<file path="src/rtl/uart_boot_loader_pkg.sv">
// Shared types and byte constants for the UART boot loader.
package uart_boot_loader_pkg;

    typedef enum logic [2:0] {
        ST_WAIT,
        ST_LEN0,
        ST_LEN1,
        ST_DLO,
        ST_DHI,
        ST_CSUM,
        ST_REPLY,
        ST_RUN
    } boot_state_t;

    localparam logic [7:0] CMD_LOAD = 8'h55;
    localparam logic [7:0] ACK      = 8'h06;
    localparam logic [7:0] NAK      = 8'h15;

endpackage

</file>
<file path="src/rtl/uart_boot_loader.sv">
// Boot sequencer: holds the J1 in reset, optionally downloads an image over the
// UART into RAM port A, then hands the UART and RAM port back to the CPU.
module uart_boot_loader
    import uart_boot_loader_pkg::*;
#(
    parameter int unsigned ADDR_W       = 9,
    parameter int unsigned BOOT_WAIT    = 200000000,
    parameter int unsigned BYTE_TIMEOUT = 2000000
) (
    input  logic        clk,
    input  logic        resetq,
    input  logic        boot_req,
    input  logic        rx_valid,
    input  logic [7:0]  rx_data,
    input  logic        tx_busy,
    output logic        rx_rd,
    output logic        tx_wr,
    output logic [7:0]  tx_data,
    input  logic        cpu_uart_rd,
    input  logic        cpu_uart_wr,
    input  logic [7:0]  cpu_tx_data,
    input  logic [15:0] cpu_mem_addr,
    input  logic        cpu_mem_wr,
    input  logic [15:0] cpu_dout,
    output logic [15:0] ram_addr,
    output logic [15:0] ram_d,
    output logic        ram_wr,
    output logic        cpu_resetq,
    output logic        loading,
    output boot_state_t state_dbg
);

    // Handshakes: a byte is taken on any edge where rx_valid is high and rx_rd
    // was not high in the cycle before; rx_rd is then high for exactly the next
    // cycle. tx_wr is a one-cycle strobe issued only after tx_busy was seen low.
    boot_state_t state, state_next;

    logic        load_state, take, wait_hit, idle_hit, last_word, index_over;
    logic [31:0] wait_cnt, idle_cnt;
    logic [16:0] index;
    logic [15:0] len;
    logic [7:0]  lo_byte, sum;
    logic        overflow, ck_ok, reply_sent;
    logic        rx_rd_q, tx_wr_q, ram_wr_q, cpu_resetq_q;
    logic [7:0]  tx_data_q;
    logic [15:0] ram_addr_q, ram_d_q;

    assign load_state = (state inside {ST_LEN0, ST_LEN1, ST_DLO, ST_DHI, ST_CSUM});
    assign take       = (load_state || state == ST_WAIT) && rx_valid && !rx_rd_q;
    assign wait_hit   = wait_cnt >= 32'(BOOT_WAIT - 1);
    assign idle_hit   = idle_cnt >= 32'(BYTE_TIMEOUT - 1);
    assign last_word  = (index + 17'd1) == {1'b0, len};
    assign index_over = |index[16:ADDR_W];

    always_comb begin
        state_next = state;
        case (state)
            ST_WAIT:  if (take && rx_data == CMD_LOAD) state_next = ST_LEN0;
                      else if (!take && wait_hit)      state_next = ST_RUN;
            ST_LEN0:  if (take)          state_next = ST_LEN1;
                      else if (idle_hit) state_next = ST_WAIT;
            ST_LEN1:  if (take)          state_next = ({rx_data, len[7:0]} == 16'd0) ? ST_CSUM : ST_DLO;
                      else if (idle_hit) state_next = ST_WAIT;
            ST_DLO:   if (take)          state_next = ST_DHI;
                      else if (idle_hit) state_next = ST_WAIT;
            ST_DHI:   if (take)          state_next = last_word ? ST_CSUM : ST_DLO;
                      else if (idle_hit) state_next = ST_WAIT;
            ST_CSUM:  if (take)          state_next = ST_REPLY;
                      else if (idle_hit) state_next = ST_WAIT;
            // Leave REPLY only after the strobe cycle, so tx_wr is never lost to the CPU mux.
            ST_REPLY: if (reply_sent)    state_next = ck_ok ? ST_RUN : ST_WAIT;
            ST_RUN:   if (boot_req)      state_next = ST_WAIT;
            default:                     state_next = ST_WAIT;
        endcase
    end

    always_ff @(posedge clk) begin
        if (!resetq) begin
            state        <= ST_WAIT;
            wait_cnt     <= '0;
            idle_cnt     <= '0;
            index        <= '0;
            len          <= '0;
            lo_byte      <= '0;
            sum          <= '0;
            overflow     <= 1'b0;
            ck_ok        <= 1'b0;
            reply_sent   <= 1'b0;
            rx_rd_q      <= 1'b0;
            tx_wr_q      <= 1'b0;
            ram_wr_q     <= 1'b0;
            cpu_resetq_q <= 1'b0;
            tx_data_q    <= '0;
            ram_addr_q   <= '0;
            ram_d_q      <= '0;
        end else begin
            state        <= state_next;
            rx_rd_q      <= take;
            ram_wr_q     <= 1'b0;
            tx_wr_q      <= 1'b0;
            cpu_resetq_q <= (state_next == ST_RUN);

            // Every fresh entry into WAIT opens a full boot window.
            if (state == ST_WAIT)           wait_cnt <= wait_cnt + 32'd1;
            else if (state_next == ST_WAIT) wait_cnt <= '0;

            if (load_state && !take) idle_cnt <= idle_cnt + 32'd1;
            else                     idle_cnt <= '0;

            case (state)
                ST_WAIT: if (take && rx_data == CMD_LOAD) begin
                    index    <= '0;
                    sum      <= '0;
                    overflow <= 1'b0;
                end
                ST_LEN0: if (take) len[7:0]  <= rx_data;
                ST_LEN1: if (take) len[15:8] <= rx_data;
                ST_DLO: if (take) begin
                    lo_byte <= rx_data;
                    sum     <= sum + rx_data;
                end
                ST_DHI: if (take) begin
                    sum        <= sum + rx_data;
                    ram_wr_q   <= !index_over;
                    ram_addr_q <= {{(16 - ADDR_W){1'b0}}, index[ADDR_W-1:0]};
                    ram_d_q    <= {rx_data, lo_byte};
                    overflow   <= overflow | index_over;
                    index      <= index + 17'd1;
                end
                ST_CSUM: if (take) begin
                    ck_ok      <= (rx_data == sum) && !overflow;
                    reply_sent <= 1'b0;
                end
                ST_REPLY: if (!reply_sent && !tx_busy) begin
                    tx_wr_q    <= 1'b1;
                    tx_data_q  <= ck_ok ? ACK : NAK;
                    reply_sent <= 1'b1;
                end
                default: ;
            endcase
        end
    end

    always_comb begin
        if (state == ST_RUN) begin
            rx_rd    = cpu_uart_rd;
            tx_wr    = cpu_uart_wr;
            tx_data  = cpu_tx_data;
            ram_addr = cpu_mem_addr;
            ram_d    = cpu_dout;
            ram_wr   = cpu_mem_wr;
        end else begin
            rx_rd    = rx_rd_q;
            tx_wr    = tx_wr_q;
            tx_data  = tx_data_q;
            ram_addr = ram_addr_q;
            ram_d    = ram_d_q;
            ram_wr   = ram_wr_q;
        end
    end

    assign cpu_resetq = cpu_resetq_q;
    assign loading    = (state != ST_RUN);
    assign state_dbg  = state;

endmodule

</file>
<file path="config.mk">
export PLATFORM = sky130hd
export DESIGN_NAME = uart_boot_loader
export DESIGN_NICKNAME = d
export VERILOG_FILES = /design/src/rtl/uart_boot_loader_pkg.sv /design/src/rtl/uart_boot_loader.sv
export SDC_FILE = /design/constraint.sdc
export NUM_CORES = 1
export LEC_CHECK = 0
export CORE_ASPECT_RATIO = 0.7
export CORE_MARGIN = 3
export CORE_UTILIZATION = 55
export CTS_BUF_LIST = sky130_fd_sc_hd__clkbuf_4 sky130_fd_sc_hd__clkbuf_8 sky130_fd_sc_hd__clkbuf_16
export DETAILED_ROUTE_END_ITERATION = 8
export PLACE_DENSITY = 0.83
export SLEW_MARGIN = 20
export SYNTH_ARGS = -nofsm -noshare
export SYNTH_HDL_FRONTEND = slang
export SYNTH_SLANG_ARGS = --single-unit
export TNS_END_PERCENT = 10
</file>
<file path="constraint.sdc">
create_clock -name clk -period 3.25 [get_ports clk]
set_clock_uncertainty 0.1 [all_clocks]
set_input_delay 0.65 -clock clk [delete_from_list [all_inputs] [get_ports clk]]
set_output_delay 0.65 -clock clk [all_outputs]
set_load 0.005 [all_outputs]
</file>
==> run metrics, run 1 <==
H-tree depth=4; Synth Area in Compound Gates=13.6%; Reg2Reg Setup Slack=0.29 ns; area delta synth->final=26.7%; Placed Area=9020 µm²; Final Net Count=1198; multiplexer area fraction after synthesis=1.84%; Die Span Y=104 µm; Avg Vias per Cell=5.68; startpoint of the worst hold path=ram_addr_q[2]; clk buf depth=2; #FFs+latches synth=151; vias in the first global route=a little under 7000; Vias=7545; CTS Buf Count=17; full die area=about 15000 µm²; Initial Util=57.0%; Startpoint Class=flip-flop; commonest non-fill, non-tap cell in the layout=nand2_1; initial antenna violation count=0; maximum fanout along the worst path=32; core area=13400 µm²; synthesized area per cell=around 7.5 µm²; WP data required=2.50 ns; adder-cell share of the synthesized area=~1.9%; Simple-Gate Fraction of Synth Area=31.7%; clk sinks=151; Pwr Total=4130 µW; Post-Synthesis Cells=1020; root buf cell=clkbuf_16; register area share after synthesis=between 30% and 40%; layout cells sized above 1=under 10%; FFs w/ async S/R, synth=0%; Total Wirelength=between 20000 and 25000 µm; largest family of logic cells by synthesized area=simple AND/OR/NAND/NOR gates; CTS clk-pin slew, worst paths=around 0.060 ns; # fillers=1016; Crit Path Class=reg -> out; final hold vios=0; # IOs=~100; Distinct cells, synth=56; CTS tree=done; DRT iter0 DRCs=642; type of the most critical hold path=reg -> reg; Ant. Diodes=0; post-route cell area=between 9000 and 10000 µm²; Slew HR=51.3%; routability cong.=0.881; Tcrit/Tclk final=93.4%; Post-Syn Area=7620 µm²; post-route ant nets=0; first-pass GRT wire length=33900 µm; Peak Freq=330 MHz; r2r endpoint=cpu_resetq; worst slew pin tran=0.729 ns; status=completed; hold worst-path end=ram_addr_q[2]; Max-cap violations=0; Synth Flop Type=dfxtp_1; most frequent cells in the layout=238 x nand2_1, 151 x dfxtp_1, 106 x nor2_1, 103 x clkdlybuf4s50_1, 89 x a21oi_1; Worst EP arrival=between 2 and 2.5 ns; total track usage=between 20% and 30%; Min Clock Period, post-route=3.03 ns; Setup Buffers After CTS=0; remaining global-route overflow=0; DRC viols=0; Finish-stage setup viols=0; Slew Limit Fails=0; Synth Area in XOR/XNOR=7.70%; DR WL/cell=15.3 µm; HPWL after DPL=14300 µm; die extent in x=147 µm; final hold slack=about 0.35 ns; Peak VDD IR=between 0.3 and 0.4 mV; Worst R2R Start=index[8]; clk_lat worst skew=0.42 ns; Initial DRT Pass Iterations=8; IO Port Bufs=103; P_leak=0.00362 µW; worst r2r path cells=9; largest net degree at the start of global routing=49; number of synthesized flops with an enable pin=0; WHS Path Cells=2; CP Capture Type=output port; Syn Nets=1087; placed instance count=1297; RSZ-0062 raised after global routing=false; Yosys warnings=0; Rows=35; Layout Cells excl Fill=1329; PD cells=428 nW/µm²
## stage by stage
step                TNS (ns)  setup slack (ns)  util [%]
CTS                        0            0.0277      72.2
finish                     0             0.216      72.3
detailed placement     -3.15            -0.178      67.6
global placement       -2.03            -0.133      67.6
global route               0            0.0476      72.3
floorplan                  0             0.203         -
## sequential cells by signal (all words and copies together) (netlist names), 8 cells and up
register,flops
ram_addr_q,9
index,17
sum,8
ram_d_q,16
lo_byte,8
wait_cnt,32
len,16
idle_cnt,32
## repair_timing
item,CTS,global route
gates resized for setup,0,2
setup endpoints to repair,0,30
hold buffers,0,0
## critical path, cell delays in order, from the launching register on
cell	delay [ns]
dfxtp_1	0.32
and3_1	0.25
clkinvlp_4	0.48
nand2_1	0.23
nand2_1	0.10
clkdlybuf4s50_1	0.47
## power by group
part | switching, µW | leakage [µW] | internal [µW]
combinational | 85.9 | 0.00211 | 98.2
clock | 817 | 0.000298 | 1250
sequential | 15.4 | 0.00122 | 1870
total | 919 | 0.00362 | 3210
## routing by layer
| metal | vias up | GRT usage, % | routed length [µm] |
|---|---|---|---|
| met2 | 293 | 38.7 | 8930 |
| met5 | - | 0 | 0 |
| met4 | 0 | 5.84 | 262 |
| met3 | 26 | 6.62 | 1500 |
| li1 | 3736 | - | - |
| met1 | 3490 | 39.7 | 9700 |
## cells by family after synthesis
family	count (synthesis)
buf+inv	70
fa+ha+maj	11
simple gates	526
flops	151
mux	14
compound gates	181
xor+xnor	67
## cells in the mapped netlist (all sizes together), types with 2 or more instances
cell type / number / share of area (%)
o31a: 3 / 0.35
nor3: 19 / 1.2
nand4: 18 / 1.5
or3: 13 / 1.1
and4: 10 / 1.2
nor2: 106 / 5.2
dfxtp: 151 / 40
a21oi: 89 / 5.8
nand2: 238 / 12
o31ai: 2 / 0.20
mux2i: 14 / 1.8
o211ai: 2 / 0.20
or2: 2 / 0.16
xnor2: 33 / 3.8
or4: 7 / 0.69
o21ai: 50 / 3.3
nor2b: 3 / 0.25
a211oi: 4 / 0.56
o21bai: 4 / 0.39
ha: 10 / 1.6
xor2: 34 / 3.9
inv: 15 / 0.74
nand3b: 3 / 0.30
nor4b: 2 / 0.23
clkbuf: 48 / 2.4
nand2b: 3 / 0.25
and3: 15 / 1.2
a31oi: 6 / 0.49
buf: 7 / 0.48
and2: 21 / 1.7
a21o: 2 / 0.20
nor4: 16 / 1.4
a22oi: 8 / 0.79
nand3: 44 / 2.9
nor3b: 4 / 0.39
## how the worst max path moves through the flow
stage / from / slack, ns / endpoint
floorplan: rx_data[7] / 0.20 / wait_cnt[10]
global placement: rx_data[7] / -0.13 / wait_cnt[1]
detailed placement: rx_data[7] / -0.18 / wait_cnt[22]
CTS: state_dbg[0] / 0.03 / ram_wr
global route: index[8] / 0.05 / cpu_resetq
finish: state_dbg[1] / 0.22 / ram_wr
## area by class of cell
class                      instances  area (µm²)  share of cell area [%]
timing repair buffer             147        1390                    14.4
multi-input combinational        799        4340                    44.9
tap                              185         231                    2.40
inverter                          15        60.1                   0.622
clock buffer                      19         447                    4.63
clock inverter                    13         168                    1.74
sequential                       151        3020                    31.3
Power figures use the tool's default switching activity.
==> run 2, diff against run 1 <==
CORE_MARGIN = 5   (was 3)
clock period = 3 ns   (was 3.25 ns; I/O delays follow)
==> run metrics, run 2 (same netlist as run 1, synthesis figures left out) <==
vias in the first global route=7106; DR WL/cell=15.4 µm; CTS tree=done; CTS Buf Count=17; Initial Util=approximately 55%; DRC viols=0; status=completed; Finish-stage setup viols=0; P_leak=0.00371 µW; Slew Limit Fails=0; routability cong.=between 0.9 and 1; Final Net Count=1216; clk_lat worst skew=0.42 ns; layout cells sized above 1=8.96%; largest net degree at the start of global routing=44; Peak Freq=between 300 and 400 MHz; type of the most critical hold path=reg -> reg; critical path, cell by cell=clkdlybuf4s50_1 -> or4_4 -> nor4_2 -> buf_4 -> o221ai_1 -> a211oi_1 -> buf_4 -> nand3_1 -> nand2_1 -> buf_12 -> o31ai_1; final hold slack=0.347 ns; PD cells=466 nW/µm²; Initial DRT Pass Iterations=5; Startpoint Class=primary input; Internal Power=between 3000 and 4000 µW; Gate power share=approximately 4.5%; Peak VDD IR=0.385 mV; # fillers=1036; worst setup path startpoint=rx_data[7]; DRT iter0 DRCs=627; TNS Setup=0 ns; register share of total power=44.5%; critical path's most frequent cell=buf_4; Min Clock Period, post-route=between 2 and 3 ns; Avg Vias per Cell=5.66; H-tree depth=4; Max-cap violations=0; Crit Path Class=in -> reg; Ant. Diodes=0; Pwr Total=~4600 µW; full die area=around 16000 µm²; final worst setup slack=0.121 ns; Tcrit/Tclk final=~96%; remaining global-route overflow=0; core area=13700 µm²; Clk pwr share=51.0%; clk sinks=approximately 150; CP Capture Type=flip-flop; RSZ-0062 raised after global routing=false; worst slew pin tran=0.623 ns; Vias=roughly 7600; Critical-path top delay cell=or4_4; root buf cell=clkbuf_16; Slew HR=58.2%; HPWL after DPL=between 10000 and 15000 µm; Final Core Density=71.5%; WP data required=3.19 ns; IO Port Bufs=103; biggest regs=idle_cnt: 32 flops, wait_cnt: 32 flops, index: 17 flops; commonest non-fill, non-tap cell in the layout=nand2_1; # IOs=104; CP peak stage delay=just under 0.6 ns; Rows=36; Switching Fraction=around a fifth; area delta synth->final=29.0%; Worst EP arrival=around 3.1 ns; die extent in x=151 µm; most frequent cells in the layout=238 x nand2_1, 151 x dfxtp_1, 106 x nor2_1, 103 x clkdlybuf4s50_1, 89 x a21oi_1; Total Wirelength=20800 µm; initial antenna violation count=0; maximum fanout along the worst path=12; multi-input logic area=4340 µm²; CTS clk-pin slew, worst paths=approximately 0.06 ns; total track usage=approximately a quarter; first-pass GRT wire length=34500 µm; DP Worst Slack=-0.420 ns; clk buf depth=2; Worst R2R Start=idle_cnt[14]; post-route ant nets=0; NetSw=about 960 µW; final hold vios=0; Die Span Y=108 µm; startpoint of the worst hold path=idle_cnt[0]; register area=3020 µm²
## run 2: critical path: cells and delay by family
family / cells / cell delay (ns)
buffers and inverters: 4 / 0.92
AOI/OAI and AO/OA: 3 / 0.44
and+or+nand+nor: 4 / 1.12
## run 2: layout make-up
type | count | area share [%]
clock buffer | 19 | 4.48
multi-input combinational | 799 | 44.1
clock inverter | 12 | 2.05
sequential | 151 | 30.8
inverter | 15 | 0.573
tap | 190 | 2.42
timing repair buffer | 165 | 15.6
## run 2: timing repair
item | 4_1_cts | 5_1_grt
endpoints found under the setup margin | 0 | 18
gates resized for setup | 0 | 3
buffers inserted | 0 | 0
hold buffers | 0 | 0
## run 2: path summary, 6_finish.rpt
check | to | slack, ns | cells after the start
setup / recovery | wait_cnt[9] | 0.12 | 11
hold / removal | idle_cnt[0] | 0.35 | 1
setup reg to reg | wait_cnt[9] | 0.16 | 8
hold reg to reg | idle_cnt[0] | 0.35 | 1
## run 2: power groups by stage
stage,Sequential [µW],Clock [µW],Combinational [µW]
after global placement,2080,0,195
after detailed placement,2080,0,200
final,2040,2340,205
after global routing,2040,2450,220
after CTS,2040,2350,201
after floorplan,2080,0,74.1
## run 2: per-stage QoR
stage,std cells,instance area (µm²)
detailed placement,1320,9180
global route,1351,9830
floorplan,1020,7620
global placement,1320,9180
CTS,1351,9820
finish,1351,9830
## run 2: per-layer routing
layer	vias to the layer above	GRT usage (%)	part of all wire, %
met3	26	5.82	7.0
met2	296	40.3	45
met5	-	0	0
met1	3571	37.1	47
met4	0	5.50	1.3
li1	3750	-	-
==> run 3, diff against run 2 <==
CORE_ASPECT_RATIO = default   (was 0.7)
TNS_END_PERCENT = 100   (was 10)
==> run metrics, run 3 (same netlist as run 1, synthesis figures left out) <==
# IOs=104; Worst EP arrival=~3.2 ns; final hold vios=0; Reg2Reg Setup Slack=0.23 ns; area delta synth->final=29.3%; full die area=16300 µm²; most frequent cells in the layout=238 x nand2_1, 150 x dfxtp_1, 106 x nor2_1, 102 x clkdlybuf4s50_1, 89 x a21oi_1; CP Capture Type=flip-flop; Vias=~7500; post-route ant nets=0; PD cells=between 400 and 500 nW/µm²; final worst setup slack=0.0677 ns; critical path's most frequent cell=buf_4; Crit path max-delay family=buffers and inverters; # fillers=approximately 1100; Max-cap violations=0; Slew Limit Fails=0; CTS clk-pin slew, worst paths=~0.06 ns; die extent in x=128 µm; commonest non-fill, non-tap cell in the layout=nand2_1; vias in the first global route=7137; Startpoint Class=primary input; Crit Path Class=in -> reg; clk sinks=151; Final Net Count=1214; DR WL/cell=~15 µm; CTS Buf Count=17; Tcrit/Tclk final=97.7%; register area=approximately 3000 µm²; clk buf depth=2; largest net degree at the start of global routing=between 50 and 60; status=completed; WP depth=11; worst slew pin tran=0.605 ns; routability cong.=0.887; Min Clock Period, post-route=2.93 ns; DRT iter0 DRCs=564; Peak VDD IR=0.323 mV; type of the most critical hold path=reg -> reg; biggest regs=idle_cnt: 32 flops, wait_cnt: 32 flops, index: 17 flops; Final Core Density=71.8%; Layout Cells excl Fill=1340; DRC viols=0; total track usage=between 20% and 30%; Rows=between 40 and 50; critical path, cell by cell=clkdlybuf4s50_1 -> or4_4 -> nor4_2 -> buf_4 -> o221ai_2 -> a211oi_2 -> buf_4 -> a211oi_4 -> buf_12 -> clkbuf_16 -> a22o_2; Initial DRT Pass Iterations=6; Avg Vias per Cell=~5.6; Die Span Y=128 µm; multi-input logic area=4370 µm²; P_leak=between 0.003 and 0.004 µW; first-pass GRT wire length=33700 µm; RSZ-0062 raised after global routing=true; core area=13700 µm²; hold buffers post-CTS=0; worst r2r path cells=9; layout cells sized above 1=9.48%; CTS tree=done; Peak Freq=roughly 340 MHz; Buffers & Inverters on Critical Path=5; Finish-stage setup viols=0; Slew HR=59.7%; Initial Util=55.5%; initial antenna violation count=0; final hold slack=0.349 ns; H-tree depth=4; HPWL after DPL=between 10000 and 15000 µm; clk_lat worst skew=0.42 ns; Critical-path top delay cell=or4_4; Ant. Diodes=0; Total Wirelength=20400 µm; placed instance count=between 1000 and 1500; maximum fanout along the worst path=9; DP Worst Slack=-0.423 ns; remaining global-route overflow=0; root buf cell=clkbuf_16; WP data required=3.21 ns; WHS Path Cells=1; IO Port Bufs=~100; CP peak stage delay=between 0.5 and 0.6 ns
run 3: changes by cell type in the layout (fill, tap and decap cells not counted), moves of 2 or more:
cell,previous run,this run
clkinv_2,2,4
clkbuf_8,0,3
clkbuf_4,2,0
bufinv_16,5,3
clkbuf_16,17,19
buf_4,59,54
nor4_1,14,12
nor4_2,2,4
run 3: cell type report:
class	count	area share [%]
multi-input cells	799	44.3
clock inverters	12	1.52
clock buffers	20	4.74
inverters	15	0.572
flip-flops and latches	151	30.7
repair buffers	163	15.8
well taps	180	2.29
run 3: path summary, 6_finish.rpt:
| path | startpoint | to |
|---|---|---|
| max | rx_data[7] | wait_cnt[1] |
| min | idle_cnt[0] | idle_cnt[0] |
| max reg2reg | idle_cnt[14] | wait_cnt[26] |
| min reg2reg | idle_cnt[0] | idle_cnt[0] |
run 3: where the power goes:
part | total, µW | switching, µW | internal (µW)
clock network | 2190 | 822 | 1370
logic | 204 | 95.4 | 109
registers | 2040 | 18.8 | 2020
run 3: per-layer routing:
layer  vias to the layer above  track usage, %  wire, µm  share of wire [%]
li1                       3754               -         -                  -
met1                      3456            30.2      8530                 42
met2                       259            42.4      9780                 48
met3                        54            5.83      1390                6.8
met4                         0            12.7       739                3.6
met5                         -               0         0                  0
run 3: metrics by stage:
| stage | TNS [ns] | power [µW] | instance area [µm²] |
|---|---|---|---|
| floorplan | 0 | 2150 | 7620 |
| global placement | -8.95 | 2280 | 9110 |
| detailed placement | -10.76 | 2290 | 9110 |
| CTS | 0 | 4460 | 9740 |
| global route | -0.124 | 4600 | 9850 |
| finish | 0 | 4440 | 9850 |
run 3: timing repair:
| action | CTS | global route |
|---|---|---|
| setup endpoints to repair | 1 | 48 |
| cloned | 0 | 2 |
| buffers inserted | 0 | 1 |
| resized for setup | 1 | 11 |
| hold endpoints to repair | 0 | 0 |
| pin swaps | 0 | 1 |
